$ cat src/rtl/mac_acc_pack.sv
// mac_acc_pack: lane-serial accumulate, normalize, round and pack stage of the FP MAC back end.
// Define MAC_RNE_EN for round-to-nearest-even; the default build truncates toward zero.
module mac_acc_pack #(
  parameter int unsigned LANES = 4,
  parameter int unsigned ACC_W = 52
) (
  input  logic        clk,
  input  logic        rst_n,
  input  logic        in_valid,
  output logic        in_ready,
  input  logic        mul_op,
  input  logic        r0_s,
  input  logic        r1_s,
  input  logic        r2_s,
  input  logic        r3_s,
  input  logic [7:0]  r_e,
  input  logic [7:0]  sft_r0,
  input  logic [7:0]  sft_r1,
  input  logic [7:0]  sft_r2,
  input  logic [7:0]  sft_r3,
  input  logic [23:0] m0_0,
  input  logic [23:0] m0_1,
  input  logic [23:0] m0_2,
  input  logic [23:0] m0_3,
  input  logic [23:0] m1_0,
  input  logic [23:0] m1_1,
  input  logic [23:0] m1_2,
  input  logic [23:0] m1_3,
  input  logic [23:0] m2_0,
  input  logic [23:0] m2_1,
  input  logic [23:0] m2_2,
  input  logic [23:0] m2_3,
  input  logic [23:0] m3_0,
  input  logic [23:0] m3_1,
  input  logic [23:0] m3_2,
  input  logic [23:0] m3_3,
  output logic        out_valid,
  input  logic        out_ready,
  output logic        out_op,
  output logic [31:0] result,
  output logic        out_ovf,
  output logic        out_udf
);

  typedef enum logic [1:0] {StIdle, StAcc, StNorm, StOut} state_e;

  state_e             state_q, state_d;
  logic [1:0]         lane_q, lane_d;
  logic [ACC_W-1:0]   acc_q, acc_d;
  logic               accept;

  logic               op_q;
  logic [LANES-1:0]   s_q;
  logic [7:0]         re_q;
  logic [7:0]         sft_q [LANES];
  logic [23:0]        m_q   [LANES][4];

  logic [LANES-1:0]   s_in;
  logic [7:0]         sft_in [LANES];
  logic [23:0]        m_in   [LANES][4];

  logic [31:0]        result_q, result_d;
  logic               ovf_q, ovf_d, udf_q, udf_d, out_op_q;

  assign s_in      = {r3_s, r2_s, r1_s, r0_s};
  assign sft_in[0] = sft_r0;
  assign sft_in[1] = sft_r1;
  assign sft_in[2] = sft_r2;
  assign sft_in[3] = sft_r3;
  assign m_in[0][0] = m0_0;
  assign m_in[0][1] = m0_1;
  assign m_in[0][2] = m0_2;
  assign m_in[0][3] = m0_3;
  assign m_in[1][0] = m1_0;
  assign m_in[1][1] = m1_1;
  assign m_in[1][2] = m1_2;
  assign m_in[1][3] = m1_3;
  assign m_in[2][0] = m2_0;
  assign m_in[2][1] = m2_1;
  assign m_in[2][2] = m2_2;
  assign m_in[2][3] = m2_3;
  assign m_in[3][0] = m3_0;
  assign m_in[3][1] = m3_1;
  assign m_in[3][2] = m3_2;
  assign m_in[3][3] = m3_3;

  always_ff @(posedge clk or negedge rst_n) begin
    if (!rst_n) begin
      op_q <= 1'b0;
      s_q  <= '0;
      re_q <= '0;
      for (int i = 0; i < LANES; i++) begin
        sft_q[i] <= '0;
        for (int j = 0; j < 4; j++) m_q[i][j] <= '0;
      end
    end else if (accept) begin
      op_q <= mul_op;
      s_q  <= s_in;
      re_q <= r_e;
      for (int i = 0; i < LANES; i++) begin
        sft_q[i] <= sft_in[i];
        for (int j = 0; j < 4; j++) m_q[i][j] <= m_in[i][j];
      end
    end
  end

  // Current lane: recombine partial products into a 46-fraction-bit product and align it.
  logic [23:0]      pp0, pp1, pp2, pp3;
  logic [7:0]       sft_cur;
  logic             sgn_cur;
  logic [47:0]      prod, prod_sh;
  logic [ACC_W-1:0] prod_ext;

  always_comb begin
    pp0     = m_q[lane_q][0];
    pp1     = m_q[lane_q][1];
    pp2     = m_q[lane_q][2];
    pp3     = m_q[lane_q][3];
    sft_cur = sft_q[lane_q];
    sgn_cur = s_q[lane_q];
    if (op_q) begin
      prod = {pp3, 24'b0} + ({23'b0, {1'b0, pp1} + {1'b0, pp2}} << 12) + {24'b0, pp0};
    end else begin
      prod = {pp0[21:0], 26'b0};
    end
    prod_sh  = (sft_cur >= 8'd48) ? '0 : (prod >> sft_cur);
    prod_ext = {{(ACC_W-48){1'b0}}, prod_sh};
  end

  always_comb begin
    state_d = state_q;
    lane_d  = lane_q;
    acc_d   = acc_q;
    accept  = 1'b0;
    case (state_q)
      StIdle: begin
        if (in_valid) begin
          accept  = 1'b1;
          acc_d   = '0;
          lane_d  = '0;
          state_d = StAcc;
        end
      end
      StAcc: begin
        acc_d  = sgn_cur ? (acc_q - prod_ext) : (acc_q + prod_ext);
        lane_d = lane_q + 2'd1;
        if (lane_q == 2'(LANES - 1)) state_d = StNorm;
      end
      StNorm:  state_d = StOut;
      StOut:   if (out_ready) state_d = StIdle;
      default: state_d = StIdle;
    endcase
  end

  always_ff @(posedge clk or negedge rst_n) begin
    if (!rst_n) begin
      state_q <= StIdle;
      lane_q  <= '0;
      acc_q   <= '0;
    end else begin
      state_q <= state_d;
      lane_q  <= lane_d;
      acc_q   <= acc_d;
    end
  end

  // Normalization: shift the leading one to the MSB so significand bits sit at fixed positions.
  logic               acc_s;
  logic [ACC_W-1:0]   mag, norm;
  logic [5:0]         lead;
  logic signed [9:0]  e_raw, e_fin;
  logic [23:0]        mant;
  logic [24:0]        rnd;
  logic               carry;
  logic [22:0]        frac_sp;
  logic [9:0]         frac_hp;
`ifdef MAC_RNE_EN
  logic               guard, sticky;
`endif

  always_comb begin
    acc_s = acc_q[ACC_W-1];
    mag   = acc_s ? (~acc_q + ACC_W'(1)) : acc_q;
    lead  = '0;
    for (int i = 0; i < ACC_W; i++) begin
      if (mag[i]) lead = 6'(i);
    end
    norm  = mag << (6'(ACC_W - 1) - lead);
    e_raw = signed'(10'({2'b00, re_q}) + 10'({4'b0000, lead}) - 10'd46);
    mant  = op_q ? norm[ACC_W-1 -: 24] : {13'b0, norm[ACC_W-1 -: 11]};
`ifdef MAC_RNE_EN
    guard  = op_q ? norm[ACC_W-25] : norm[ACC_W-12];
    sticky = op_q ? (|norm[ACC_W-26:0]) : (|norm[ACC_W-13:0]);
    rnd    = {1'b0, mant} + 25'(guard & (sticky | mant[0]));
    carry  = op_q ? rnd[24] : rnd[11];
`else
    rnd    = {1'b0, mant};
    carry  = 1'b0;
`endif
    e_fin   = carry ? (e_raw + 10'sd1) : e_raw;
    frac_sp = carry ? '0 : rnd[22:0];
    frac_hp = carry ? '0 : rnd[9:0];

    result_d = '0;
    ovf_d    = 1'b0;
    udf_d    = 1'b0;
    if (mag == '0) begin
      result_d = '0;
    end else if (e_fin >= (op_q ? 10'sd255 : 10'sd31)) begin
      ovf_d    = 1'b1;
      result_d = op_q ? {acc_s, 8'hFF, 23'b0} : {16'b0, acc_s, 5'h1F, 10'b0};
    end else if (e_fin <= 10'sd0) begin
      udf_d    = 1'b1;
      result_d = op_q ? {acc_s, 31'b0} : {16'b0, acc_s, 15'b0};
    end else begin
      result_d = op_q ? {acc_s, e_fin[7:0], frac_sp} : {16'b0, acc_s, e_fin[4:0], frac_hp};
    end
  end

  // Hidden bits and (in the truncating build) the bits below the kept significand are dropped.
  logic unused_bits;
  assign unused_bits = ^{norm, rnd};

  always_ff @(posedge clk or negedge rst_n) begin
    if (!rst_n) begin
      result_q <= '0;
      ovf_q    <= 1'b0;
      udf_q    <= 1'b0;
      out_op_q <= 1'b0;
    end else if (state_q == StNorm) begin
      result_q <= result_d;
      ovf_q    <= ovf_d;
      udf_q    <= udf_d;
      out_op_q <= op_q;
    end
  end

  assign in_ready  = (state_q == StIdle);
  assign out_valid = (state_q == StOut);
  assign result    = result_q;
  assign out_ovf   = ovf_q;
  assign out_udf   = udf_q;
  assign out_op    = out_op_q;

endmodule

$ cat config.mk
export PLATFORM = sky130hd
export DESIGN_NAME = mac_acc_pack
export DESIGN_NICKNAME = d
export VERILOG_FILES = /design/src/rtl/mac_acc_pack.sv
export SDC_FILE = /design/constraint.sdc
export NUM_CORES = 2
export LEC_CHECK = 0
export CAP_MARGIN = 0
export CORE_MARGIN = 2
export CORE_UTILIZATION = 44
export CTS_CLUSTER_SIZE = 40
export DETAILED_ROUTE_END_ITERATION = 7
export GPL_TIMING_DRIVEN = 1
export PLACE_DENSITY = 0.77
export SLEW_MARGIN = 25
export SYNTH_ARGS = -nofsm -noshare
export SYNTH_HDL_FRONTEND = slang
export SYNTH_SLANG_ARGS = --single-unit
$ cat constraint.sdc
create_clock -name clk -period 42.8 [get_ports clk]
set_input_delay 8.56 -clock clk [delete_from_list [all_inputs] [get_ports clk]]
set_output_delay 8.56 -clock clk [all_outputs]
set_load 0.02 [all_outputs]
==> qor.json <==
{
  "detail-route-antenna-nets": 0,
  "worstSetupEndpointType": "flop",
  "drt_drc_violations_left": 0,
  "h-tree-depth": 2,
  "setup_violations": 0,
  "chipHeight_um": 302.5,
  "maximum_number_of_pins_on_one_net_before_global_route_repair": 169,
  "period_needed_ps": 14820,
  "rr_worst_depth": 49,
  "critical_path.slowest_cell": "o31ai_1",
  "worst_slew_pin_slew_ps": 1049,
  "synth_area_per_cell_um2": 9.954,
  "dr_total_vias": 34178,
  "cp-start-kind": "flop",
  "post-cts-setup-buffers": 0,
  "critical_path_class": "reg2reg",
  "ctsHoldBuffers": 0,
  "numPortBuffers": 469,
  "clock_sinks": 520,
  "synthFlopType": "dfrtp_1",
  "drt-initial-drc-count": 3344,
  "maxCapViolCount": 0,
  "area_growth_syn_to_layout_pct": 19.12,
  "cts_repair_resize_count": 0,
  "r2r_setup_slack_ps": 27980,
  "route.detailed.wl_per_inst_um": 24.15,
  "synthArstFlopShare_pct": 100.0,
  "cts.reportedPaths.clkPinSlew_ps": 60,
  "tritoncts.num_buffers": 57,
  "layout-drive-gt1-share_pct": 19.19,
  "die_w_um": 302.5,
  "grt_setup_unrepaired": "false",
  "top_usage_layer": "met2",
  "final_hold_viol_count": 0,
  "use_met1_pct": 35.82,
  "period_share_pct": 34.62,
  "netlist_instances": 3939,
  "vias_per_cell": 6.231,
  "yosysUniqueCellTypes": 112,
  "post_synth_instance_area_um2": 39210,
  "r2r-end": "acc_q[51]",
  "count_of_flip_flops_with_a_built_in_enable_after_synthesis": 0,
  "antenna_found_initial": 13,
  "floorplan.die_area_um2": 91520,
  "reg2reg_from": "lane_q[0]",
  "via_count_of_the_first_global_routing_pass": 33833,
  "finalMaxSlewViolations": 0,
  "slew-limit-headroom_pct": 29.46,
  "root_buffer": "clkbuf_16",
  "layout.cells.non_filler": 5485,
  "yosysSeqAreaShare_pct": 33.19,
  "crit_fanout": 38,
  "number_of_warning_messages_in_the_yosys_log": 0,
  "fin_setup_tns_ps": 0,
  "clk_path_buf_depth": 3,
  "gr-total-overflow": 0,
  "grt_first_pass_wirelength_um": 202100,
  "start_util_pct": 44.37,
  "tritoncts": "yes",
  "placedCellCount": 5369,
  "dp_hpwl_um": 100900,
  "grt_util_met2_pct": 47.80,
  "run_status": "finished clean",
  "cp-endpoint": "acc_q[51]",
  "clock_skew_ps": 47.86,
  "postSynthRegisterBits": 520,
  "first_pass_iters": 6,
  "fmaxAchievable_mhz": 67.49,
  "ios": 470,
  "final_net_count": 4829,
  "rows": 109,
  "worstSkewPairLatency_ps": 660,
  "globalRouteMet3Util_pct": 4.740,
  "worstPathArrival_ps": 15300,
  "coreArea_um2": 88370,
  "startpoint": "lane_q[0]",
  "critical-path-max-stage-delay_ps": 890,
  "globalRouteTotalUtil_pct": 28.21,
  "timing.critical_path.required_ps": 43290,
  "synth_fp_nets": 4505,
  "routabilityCongestion": 0.9719,
  "holdCritPathClass": "reg2reg",
  "finalWirelength_um": 132400
}
## registers in the layout, indices dropped and copies added (netlist names)
signal / flops
acc_q: 52
lane_q: 2
m_q: 384
op_q: 1
out_op: 1
out_ovf: 1
out_udf: 1
re_q: 8
result: 32
s_q: 4
sft_q: 32
state_q: 2
## how the worst min path moves through the flow
stage / startpoint / to / slack [ps] / depth (start not counted)
final: result[20] / result[20] / 490 / 1
after global routing: out_ovf / out_ovf / 510 / 1
after CTS: result[20] / result[20] / 500 / 1
after detailed placement: result[20] / result[20] / 480 / 1
after global placement: result[24] / result[24] / 470 / 1
after floorplan: s_q[2] / s_q[2] / 470 / 1
## critical path: cells and delay by family (launching register included)
kind	cells	cell delay (ps)
buffers and inverters	1	660
DFF	1	600
AOI/OAI and AO/OA	30	8120
and+or+nand+nor	12	3120
xor gates and xnor gates	1	150
adders and majority gates	3	1140
muxes	2	750
## layout by cell type (no fill, tap or decap), types with 73 or more instances in the layout
cell | synthesis | routed
a21oi_1 | 183 | 182
clkdlybuf4s50_1 | 0 | 468
dfrtp_1 | 520 | 516
ha_1 | 129 | 129
inv_1 | 74 | 73
mux2_2 | 469 | 469
mux2i_1 | 142 | 141
mux4_2 | 106 | 106
nand2_1 | 300 | 300
nand3_1 | 88 | 88
nor2_1 | 227 | 226
nor3_1 | 107 | 107
o21ai_0 | 199 | 198
xnor2_1 | 91 | 91
xor2_1 | 89 | 89
## per-stage QoR
| step | setup slack [ps] | hold WS [ps] | area [um^2] | util, % |
|---|---|---|---|---|
| CTS | 28230 | 497.3 | 46660 | 52.80 |
| detailed placement | 28330 | 480.2 | 44740 | 50.62 |
| finish | 27980 | 491.4 | 46710 | 52.85 |
| global placement | 28480 | 475.0 | 44740 | 50.62 |
| global route | 26880 | 505.3 | 46700 | 52.84 |
| floorplan | 28830 | 475.0 | 39210 | - |
## synth_stat cells, types with 23 or more instances
cell	number	area share, %
o31ai_1	45	0.86
o21ai_0	199	2.5
xnor2_1	91	2.0
nand2b_1	38	0.61
nor2_1	227	2.2
dfrtp_1	520	33
and2_1	30	0.48
nand2_1	300	2.9
a21o_1	47	0.90
o22ai_1	23	0.37
or2_2	23	0.37
o211ai_1	56	1.1
nor3_1	107	1.4
nor2b_1	24	0.38
nand4_1	32	0.51
mux2_2	469	13
mux2i_1	142	3.6
mux4_2	106	6.1
a211oi_1	49	0.94
xor2_1	89	2.0
nor4_1	24	0.38
a21oi_1	183	2.3
buf_2	57	0.73
or3_1	34	0.54
buf_1	28	0.27
and3_1	32	0.51
ha_1	129	4.1
o21a_1	37	0.71
inv_1	74	0.71
nand3_1	88	1.1
a31oi_1	36	0.57
clkbuf_1	153	1.5
## area by class of cell
type / instances / area [um^2]
Clock buffer: 88 / 1683
Antenna cell: 10 / 25.02
Multi-Input combinational cell: 3081 / 24810
Inverter: 76 / 287.8
Timing Repair Buffer: 527 / 5171
Clock inverter: 18 / 245.2
Sequential cell: 520 / 13020
Tap cell: 1165 / 1458
Fill cell: 7871 / 41670
## kinds of logic after synthesis
| kind of cell | count (synthesis) | share of synthesized area (%) |
|---|---|---|
| compound gates | 1016 | 18.39 |
| xor+xnor | 184 | 4.187 |
| fa+ha+maj | 133 | 4.321 |
| buf+inv | 338 | 3.765 |
| flops | 520 | 33.19 |
| mux | 717 | 23.18 |
| simple gates | 1031 | 12.97 |
## per-layer routing
| metal | vias to the layer above | wire [um] |
|---|---|---|
| li1 | 15650 | - |
| met2 | 1352 | 65110 |
| met1 | 16892 | 52980 |
| met3 | 276 | 8674 |
| met5 | - | 56 |
| met4 | 8 | 5632 |
Power is left out: the tool's default activity adds up to more than one toggle a clock period on the data nets, which glitch-free logic cannot reach.
